**config.mk**
```make
export PLATFORM = sky130hd
export DESIGN_NAME = pixel_write_port
export DESIGN_NICKNAME = d
export VERILOG_FILES = /design/src/rtl/pixel_write_port.sv
export SDC_FILE = /design/constraint.sdc
export NUM_CORES = 1
export LEC_CHECK = 0
export ABC_AREA = 1
export CELL_PAD_IN_SITES_DETAIL_PLACEMENT = 1
export CELL_PAD_IN_SITES_GLOBAL_PLACEMENT = 1
export CORE_ASPECT_RATIO = 1.5
export CORE_MARGIN = 5
export CORE_UTILIZATION = 46
export CTS_CLUSTER_DIAMETER = 60
export DETAILED_ROUTE_END_ITERATION = 12
export HOLD_SLACK_MARGIN = 0.02
export PLACE_DENSITY = 0.88
export SLEW_MARGIN = 10
export SYNTH_ARGS = -nofsm -noshare
export SYNTH_HDL_FRONTEND = slang
export SYNTH_SLANG_ARGS = --single-unit
```
**constraint.sdc**
```tcl
create_clock -name CLOCK_50 -period 4 [get_ports CLOCK_50]
set_input_delay 0.4 -clock CLOCK_50 [delete_from_list [all_inputs] [get_ports CLOCK_50]]
set_output_delay 0.4 -clock CLOCK_50 [all_outputs]
set_load 0.01 [all_outputs]
```
**src/rtl/pixel_write_port.sv**
```systemverilog
//==============================================================================
// Module      : pixel_write_port
// Description : Buffered pixel sink that read-modify-writes a 1-bpp packed
//               framebuffer, with a one-word cache and clipping counter.
// Revision    : 1.0 - initial release
//==============================================================================
`default_nettype none

module pixel_write_port #(
   parameter int unsigned WIDTH      = 640,
   parameter int unsigned HEIGHT     = 480,
   parameter int unsigned FIFO_DEPTH = 8,
   parameter int unsigned ADDR_W     = 15
) (
   input  logic              CLOCK_50,
   input  logic              nReset,
   input  logic              pix_valid,
   output logic              pix_ready,
   input  logic [10:0]       pix_x,
   input  logic [10:0]       pix_y,
   input  logic              pix_colour,
   output logic [ADDR_W-1:0] mem_addr,
   output logic              mem_rd,
   input  logic [15:0]       mem_rdata,
   input  logic              mem_rvalid,
   output logic              mem_wr,
   output logic [15:0]       mem_wdata,
   input  logic              mem_wack,
   output logic              busy,
   output logic [15:0]       clip_count
);

   localparam int unsigned PTR_W = $clog2(FIFO_DEPTH);
   localparam int unsigned LIN_W = ADDR_W + 4;
   localparam int unsigned ENT_W = LIN_W + 1;
   localparam logic [PTR_W:0]   FULL_CNT = (PTR_W+1)'(FIFO_DEPTH);
   localparam logic [PTR_W:0]   CNT_ONE  = 1;
   localparam logic [PTR_W-1:0] PTR_ONE  = 1;

   typedef enum logic [2:0] {
      S_IDLE  = 3'd0,
      S_READ  = 3'd1,
      S_WAIT  = 3'd2,
      S_MERGE = 3'd3,
      S_WRITE = 3'd4
   } state_t;

   state_t            state_q, state_d;
   logic [PTR_W-1:0]  wr_ptr_q, wr_ptr_d, rd_ptr_q, rd_ptr_d;
   logic [PTR_W:0]    count_q, count_d;
   logic [ENT_W-1:0]  fifo_mem_q [FIFO_DEPTH];
   logic [3:0]        bit_q, bit_d;
   logic              colour_q, colour_d;
   logic              cache_valid_q, cache_valid_d;
   logic [ADDR_W-1:0] cache_addr_q, cache_addr_d;
   logic [15:0]       cache_data_q, cache_data_d;
   logic [ADDR_W-1:0] mem_addr_q, mem_addr_d;
   logic [15:0]       mem_wdata_q, mem_wdata_d;
   logic [15:0]       clip_count_q, clip_count_d;

   logic [LIN_W-1:0]  lin;
   logic [ENT_W-1:0]  head;
   logic              clipped, handshake, push, pop;

   // Linear pixel index truncated to word+bit; low nibble equals x[3:0]
   // because WIDTH is a multiple of 16.
   always_comb begin
      lin       = LIN_W'(32'(pix_y) * WIDTH + 32'(pix_x));
      clipped   = (32'(pix_x) >= WIDTH) || (32'(pix_y) >= HEIGHT);
      handshake = pix_valid && pix_ready;
      push      = handshake && !clipped;
      head      = fifo_mem_q[rd_ptr_q];
   end

   always_comb begin
      wr_ptr_d     = push ? wr_ptr_q + PTR_ONE : wr_ptr_q;
      rd_ptr_d     = pop  ? rd_ptr_q + PTR_ONE : rd_ptr_q;
      count_d      = count_q;
      if (push && !pop) begin
         count_d = count_q + CNT_ONE;
      end else if (pop && !push) begin
         count_d = count_q - CNT_ONE;
      end
      clip_count_d = clip_count_q;
      if (handshake && clipped && (clip_count_q != 16'hFFFF)) begin
         clip_count_d = clip_count_q + 16'd1;
      end
   end

   always_comb begin
      state_d       = state_q;
      bit_d         = bit_q;
      colour_d      = colour_q;
      cache_valid_d = cache_valid_q;
      cache_addr_d  = cache_addr_q;
      cache_data_d  = cache_data_q;
      mem_addr_d    = mem_addr_q;
      mem_wdata_d   = mem_wdata_q;
      pop           = 1'b0;
      case (state_q)
         S_IDLE: begin
            if (count_q != '0) begin
               pop        = 1'b1;
               mem_addr_d = head[LIN_W-1:4];
               bit_d      = head[3:0];
               colour_d   = head[ENT_W-1];
               if (cache_valid_q && (cache_addr_q == head[LIN_W-1:4])) begin
                  state_d = S_MERGE;
               end else begin
                  state_d = S_READ;
               end
            end
         end
         S_READ: begin
            state_d = S_WAIT;
         end
         S_WAIT: begin
            if (mem_rvalid) begin
               cache_data_d  = mem_rdata;
               cache_addr_d  = mem_addr_q;
               cache_valid_d = 1'b1;
               state_d       = S_MERGE;
            end
         end
         S_MERGE: begin
            cache_data_d[bit_q] = colour_q;
            mem_wdata_d         = cache_data_d;
            state_d             = S_WRITE;
         end
         S_WRITE: begin
            if (mem_wack) begin
               state_d = S_IDLE;
            end
         end
         default: begin
            state_d = S_IDLE;
         end
      endcase
   end

   always_ff @(posedge CLOCK_50 or negedge nReset) begin
      if (!nReset) begin
         state_q       <= S_IDLE;
         wr_ptr_q      <= '0;
         rd_ptr_q      <= '0;
         count_q       <= '0;
         bit_q         <= '0;
         colour_q      <= 1'b0;
         cache_valid_q <= 1'b0;
         cache_addr_q  <= '0;
         cache_data_q  <= '0;
         mem_addr_q    <= '0;
         mem_wdata_q   <= '0;
         clip_count_q  <= '0;
      end else begin
         state_q       <= state_d;
         wr_ptr_q      <= wr_ptr_d;
         rd_ptr_q      <= rd_ptr_d;
         count_q       <= count_d;
         bit_q         <= bit_d;
         colour_q      <= colour_d;
         cache_valid_q <= cache_valid_d;
         cache_addr_q  <= cache_addr_d;
         cache_data_q  <= cache_data_d;
         mem_addr_q    <= mem_addr_d;
         mem_wdata_q   <= mem_wdata_d;
         clip_count_q  <= clip_count_d;
      end
   end

   // Payload storage needs no reset; occupancy is tracked by count_q.
   always_ff @(posedge CLOCK_50) begin
      if (push) begin
         fifo_mem_q[wr_ptr_q] <= {pix_colour, lin};
      end
   end

   assign pix_ready  = (count_q != FULL_CNT);
   assign mem_rd     = (state_q == S_READ);
   assign mem_wr     = (state_q == S_WRITE);
   assign mem_addr   = mem_addr_q;
   assign mem_wdata  = mem_wdata_q;
   assign busy       = (count_q != '0) || (state_q != S_IDLE);
   assign clip_count = clip_count_q;

endmodule

`default_nettype wire
```
# After elaboration in Yosys (flattened, before gate mapping)
# Memory sizes are Yosys's and may differ from the RTL's.
# Cells that the tools add are included.
[totals] reg_bits=97 ramBits=160 in_bits=44 out_inout_bits=51 memories=1
[classes] addsub=6 multipliers=1 n_lt_le_gt_ge=4 eq_ne=10 n_mux=16 reduce_logical=22
[memory_table] memory="fifo_mem_q" depth=8 word_bits=20 rd=1 rd_clocked_by_memory_dff=0 write_ports=1 line="51" source="logic [ENT_W-1:0] fifo_mem_q [FIFO_DEPTH];"
[ops] cell="16-bit one-hot mux with 2 select lines" n=1
[ops] cell="19-bit by 11-bit adder with 19-bit output" n=1
[ops] cell="16-bit by 1-bit adder with 16-bit output, second input constant" n=1
[ops] cell="16-bit bitwise mux" n=1
[ops] cell="16-bit two-way mux" n=1
[ops] cell="16-bit inequality test, second input constant" n=1
[ops] cell="15-bit equality test" n=1
[ops] cell="3-bit one-hot mux with 5 select lines" n=1
[ops] cell="11-bit by 3-bit multiplier with 12-bit output, second input constant" n=1
[ops] cell="11-bit by 10-bit >= comparator with 1-bit output, second input constant" n=1
[ops] cell="11-bit by 9-bit >= comparator with 1-bit output, second input constant" n=1
[ops] cell="3-bit two-way mux" n=3
[ops] cell="1-bit logical AND" n=8
[ops] cell="4-bit two-way mux" n=2
[ops] cell="3-bit by 1-bit adder with 3-bit output, second input constant" n=2
[ops] cell="3-bit by 2-bit equality test with 1-bit output, second input constant" n=2
[ops] cell="2-bit AND reduction" n=3
[ops] cell="4-bit by 5-bit less-than comparator with 1-bit output, second input constant" n=1
[ops] cell="1-bit two-way mux" n=5
[ops] cell="4-bit by 1-bit adder with 4-bit output, second input constant" n=1
[ops] cell="1-bit demux with 4-bit select" n=1
[ops] cell="4-bit by 1-bit >= comparator with 1-bit output, second input constant" n=1
[ops] cell="2-bit inequality test, second input constant" n=2
[ops] cell="4-bit inequality test, second input constant" n=1
[ops] cell="other kinds (12)" n=16

# Depth between registers and ports, before layout
[logic_depth] ltp_word=8 mapped_depth=17

# Worst setup path after synthesis
# No wires, ideal clock.
[synth_timing] path_type="flip-flop to flip-flop" from="register count_q[0]" to="memory fifo_mem_q[2][0] in the netlist's numbering (enable)" setup_ns=0.422 arrival_time_ns=2.684 slack_ns=0.894 stages_incl_launch_ff=8 path_buffers=0 period_less_slack_ns=3.106 path_cell_list="dfrtp_1 nor2_1 nand3_1 nand2_1 nor2_1 inv_1 or2_1 nor3_1"
[synth_between] elab_chain_cells=5
[synth_rtl] item="start: declaration" line="50" source="logic [PTR_W:0] count_q, count_d;"
[synth_rtl] item="start signal: assignment" line="159" source="count_q <= count_d;"
[synth_rtl] item="4-bit inequality test" line="178" source="assign pix_ready = (count_q != FULL_CNT);"
[synth_rtl] item="via pix_ready" line="18" source="output logic pix_ready,"
[synth_rtl] item="1-bit logical AND" line="70" source="handshake = pix_valid && pix_ready;"
[synth_rtl] item="1-bit logical AND" line="71" source="push = handshake && !clipped;"
[synth_rtl] item="via push" line="63" source="logic clipped, handshake, push, pop;"
[synth_rtl] item="1-bit two-way mux" line="173" source="if (push) begin"
[synth_rtl] item="1-bit two-way mux (not written as such)" line="174" source="fifo_mem_q[wr_ptr_q] <= {pix_colour, lin};"
[synth_rtl] item="end: declaration" line="51"
# The timed path passes the listed nets, and every way through them passes these cells.

# Final worst setup path
[layout_timing] from="input pix_y[1]" to="memory fifo_mem_q[2][17] in the netlist's numbering, data pin"
[layout_between] elab_chain_cells=2
[layout_rtl] item="start: declaration" line="20" source="input logic [10:0] pix_y,"
[layout_rtl] item="11-bit by 3-bit multiplier with 12-bit output" line="68" source="lin = LIN_W'(32'(pix_y) * WIDTH + 32'(pix_x));"
[layout_rtl] item="19-bit by 11-bit adder with 19-bit output" line="68"
[layout_rtl] item="via lin[17]" line="61" source="logic [LIN_W-1:0] lin;"
# The timed path passes the listed nets, and every way through them passes these cells.

==> impl_metrics.json <==
{
  "final.period_utilization_pct": 77.8,
  "drt_wl_total_mm": 34.4,
  "fmax_ghz": 0.321,
  "cts_resized": 0,
  "period_minus_slack_ns": 3.11,
  "synth_top_family_by_area": "simple AND/OR/NAND/NOR gates",
  "synth_area_um2": 12200,
  "synth_top_area_cell": "edfxtp_1",
  "async_flop_share_pct": 37.7,
  "setup_viol": 0,
  "core_area_um2": 26300,
  "place_congestion": 0.812,
  "grt_pass1_wl_mm": 54.5,
  "grt_overflow": 0,
  "synth_compound_area_share_pct": 7.35,
  "area_growth_pct": 17.3,
  "synth_area_leaders": "edfxtp_1 40%, dfrtp_1 20%, nand2_1 10%",
  "synthCells": 1282,
  "cts_buffers": 26,
  "remaining_drc_errors": 0,
  "synthAdderAreaFrac_pct": 3.27,
  "clkLatencyLatePin_ns": 0.54,
  "ys_top_cells_by_count": "335 x nand2_1, 162 x inv_1, 160 x edfxtp_1, 117 x nor2_1, 99 x nand3_1",
  "dp_slack_ns": 0.369,
  "drive_above_1_share_pct": 6.25,
  "num_vias": 9471,
  "critPathRequiredTime_ns": 4.25,
  "dr.pass1.iters": 5,
  "die_w_um": 143,
  "routed_via_density": 5.48,
  "synth.yosys.warnings": 0,
  "synth.most_common_cell": "nand2_1",
  "io_buffers": 94,
  "wl_per_cell_um": 19.9,
  "synth.distinct_cells": 42,
  "cts_tree": "done",
  "rsz0062_at_grt": "false",
  "power_mw": 10.3,
  "clockBufferDepth": 3,
  "start_util_pct": 46.2,
  "finalNetCount": 1446,
  "startpoint_type": "primary input",
  "drt_iter0_markers": 570,
  "grt_max_degree": 90,
  "grtUsageTotal_pct": 23.2,
  "synth-edff-count": 160,
  "worst_pin_slew_ns": 1.03,
  "finalHoldViolations": 0,
  "power_density_nw_per_um2": 719,
  "drtAntennaViolNets": 0,
  "p_leak_nw": 6.14,
  "yosysSeqAreaShare_pct": 59.5,
  "dp_hpwl_mm": 22.5,
  "h-tree-depth": 1,
  "cts_setup_buffers": 0,
  "synth_xor_area_share_pct": 2.64,
  "die_h_um": 209,
  "dieArea_um2": 29900,
  "cts-root-buf": "clkbuf_16",
  "fin_setup_tns_ns": 0,
  "status": "completed",
  "synth-main-ff-cell": "edfxtp_1",
  "ys_seq_elements": 257,
  "drv_cap": 0,
  "io_pins": 95,
  "finClkSkew_ns": 0.0215,
  "cts.reportedPaths.clkPinSlew_ns": 0.06,
  "slew_headroom_pct": 31.2,
  "clock_sinks": 257,
  "worst_slack_ns": 0.887,
  "antenna_found_initial": 0,
  "ctsHoldBuffers": 0,
  "setup.worst_path.class": "in2reg",
  "syn_nets": 1356,
  "endpoint_kind": "flop",
  "grt_pass1_vias": 10300,
  "antenna_cells": 0,
  "synthMuxAreaShare_pct": 0,
  "slew_violations": 0,
  "synth-simple-area-share_pct": 20.1,
  "hp-class": "in2async",
  "synth_area_per_cell_um2": 9.49,
  "critical_path_peak_fanout": 8,
  "row_count": 73,
  "cp.arrival_ns": 3.36,
  "peakVddDrop_v": 0.000426,
  "r2r_setup_slack_ns": 1.02,
  "synth_top_area_share_pct": 39.5
}
final timing paths:
path / end / start / depth (start not counted)
worst max-delay path: fifo_mem_q[2][17] / pix_y[1] / 13
worst min-delay path: rd_ptr_q[2] / nReset / 1
worst max register to register: count_q[3] / state_q[0] / 14
worst min register to register: cache_valid_q / cache_valid_q / 2
max in group asynchronous: mem_addr[9] / nReset / 2
min in group CLOCK_50: state_q[2] / mem_wack / 4
area by class of cell:
| type | instances | area (um2) |
|---|---|---|
| well taps | 337 | 422 |
| clock inverters | 9 | 52.6 |
| flip-flops and latches | 257 | 7230 |
| repair buffers | 109 | 1050 |
| clock buffers | 38 | 778 |
| inverters | 168 | 633 |
| multi-input cells | 810 | 4100 |
| fillers | 2967 | 12000 |
metrics by stage:
stage	hold slack, ns	cells	utilization, %	area (um2)
2_1_floorplan	0.104	1282	-	12200
3_3_place_gp	0.453	1681	51.1	13400
3_5_place_dp	0.456	1681	51.1	13400
4_1_cts	0.0708	1728	54.2	14300
5_1_grt	0.120	1728	54.2	14300
6_report	0.0357	1728	54.2	14300
registers in the layout, indices dropped and copies added (netlist names):
name and cells:
cache_addr_q 15, bit_q 4, mem_addr 15, colour_q 1, fifo_mem_q 160, clip_count 16
cache_valid_q 1, wr_ptr_q 3, state_q 3, rd_ptr_q 3, cache_data_q 16, count_q 4
mem_wdata 16
critical path: stages:
cell	delay, ns
clkdlybuf4s50_1	0.46
ha_1	0.32
ha_1	0.23
fa_1	0.41
xor2_1	0.22
inv_1	0.06
nor2_1	0.08
inv_1	0.08
nor2_1	0.17
nand2_1	0.07
nor2_1	0.20
nand4_1	0.17
xor2_1	0.48
cell usage in the layout, fill, tap and decap left out, drive strengths merged, types with 2 or more instances in the layout:
master / netlist / routed
o211ai: 14 / 14
clkdlybuf4s50: 0 / 93
nor3: 18 / 18
o21ai: 77 / 77
a311oi: 4 / 4
nor2: 121 / 121
nor4: 2 / 2
nand4: 7 / 7
inv: 168 / 170
clkinv: 0 / 7
fa: 3 / 3
xor2: 23 / 23
xnor2: 12 / 12
clkbuf: 18 / 38
o311ai: 2 / 2
nand2: 337 / 337
nand3: 100 / 100
buf: 29 / 16
edfxtp: 160 / 160
or2: 3 / 3
dfrtp: 97 / 97
ha: 27 / 27
o221ai: 5 / 5
a21oi: 46 / 46
o22ai: 5 / 5
cells by family after synthesis:
family / after synthesis
buffers and inverters: 215
XOR/XNOR: 35
adder cells (fa/ha/maj): 30
AO/OA/AOI/OAI: 156
AND/OR/NAND/NOR: 589
flip-flops: 257
layer usage:
layer / track usage, % / wire, um / vias to the layer above
met3: 2.47 / 1430 / 72
met4: 9.02 / 1330 / 0
met1: 25.3 / 12400 / 4755
li1: - / - / 4380
met5: 0 / 0 / -
met2: 44.8 / 19200 / 264
power by group:
group          internal [mW]  switching [mW]  total (mW)
logic                   1.36            2.76        4.12
clock network           1.35            1.01        2.36
registers               3.39           0.387        3.78
Note: power is estimated with default switching activity, not from simulation.
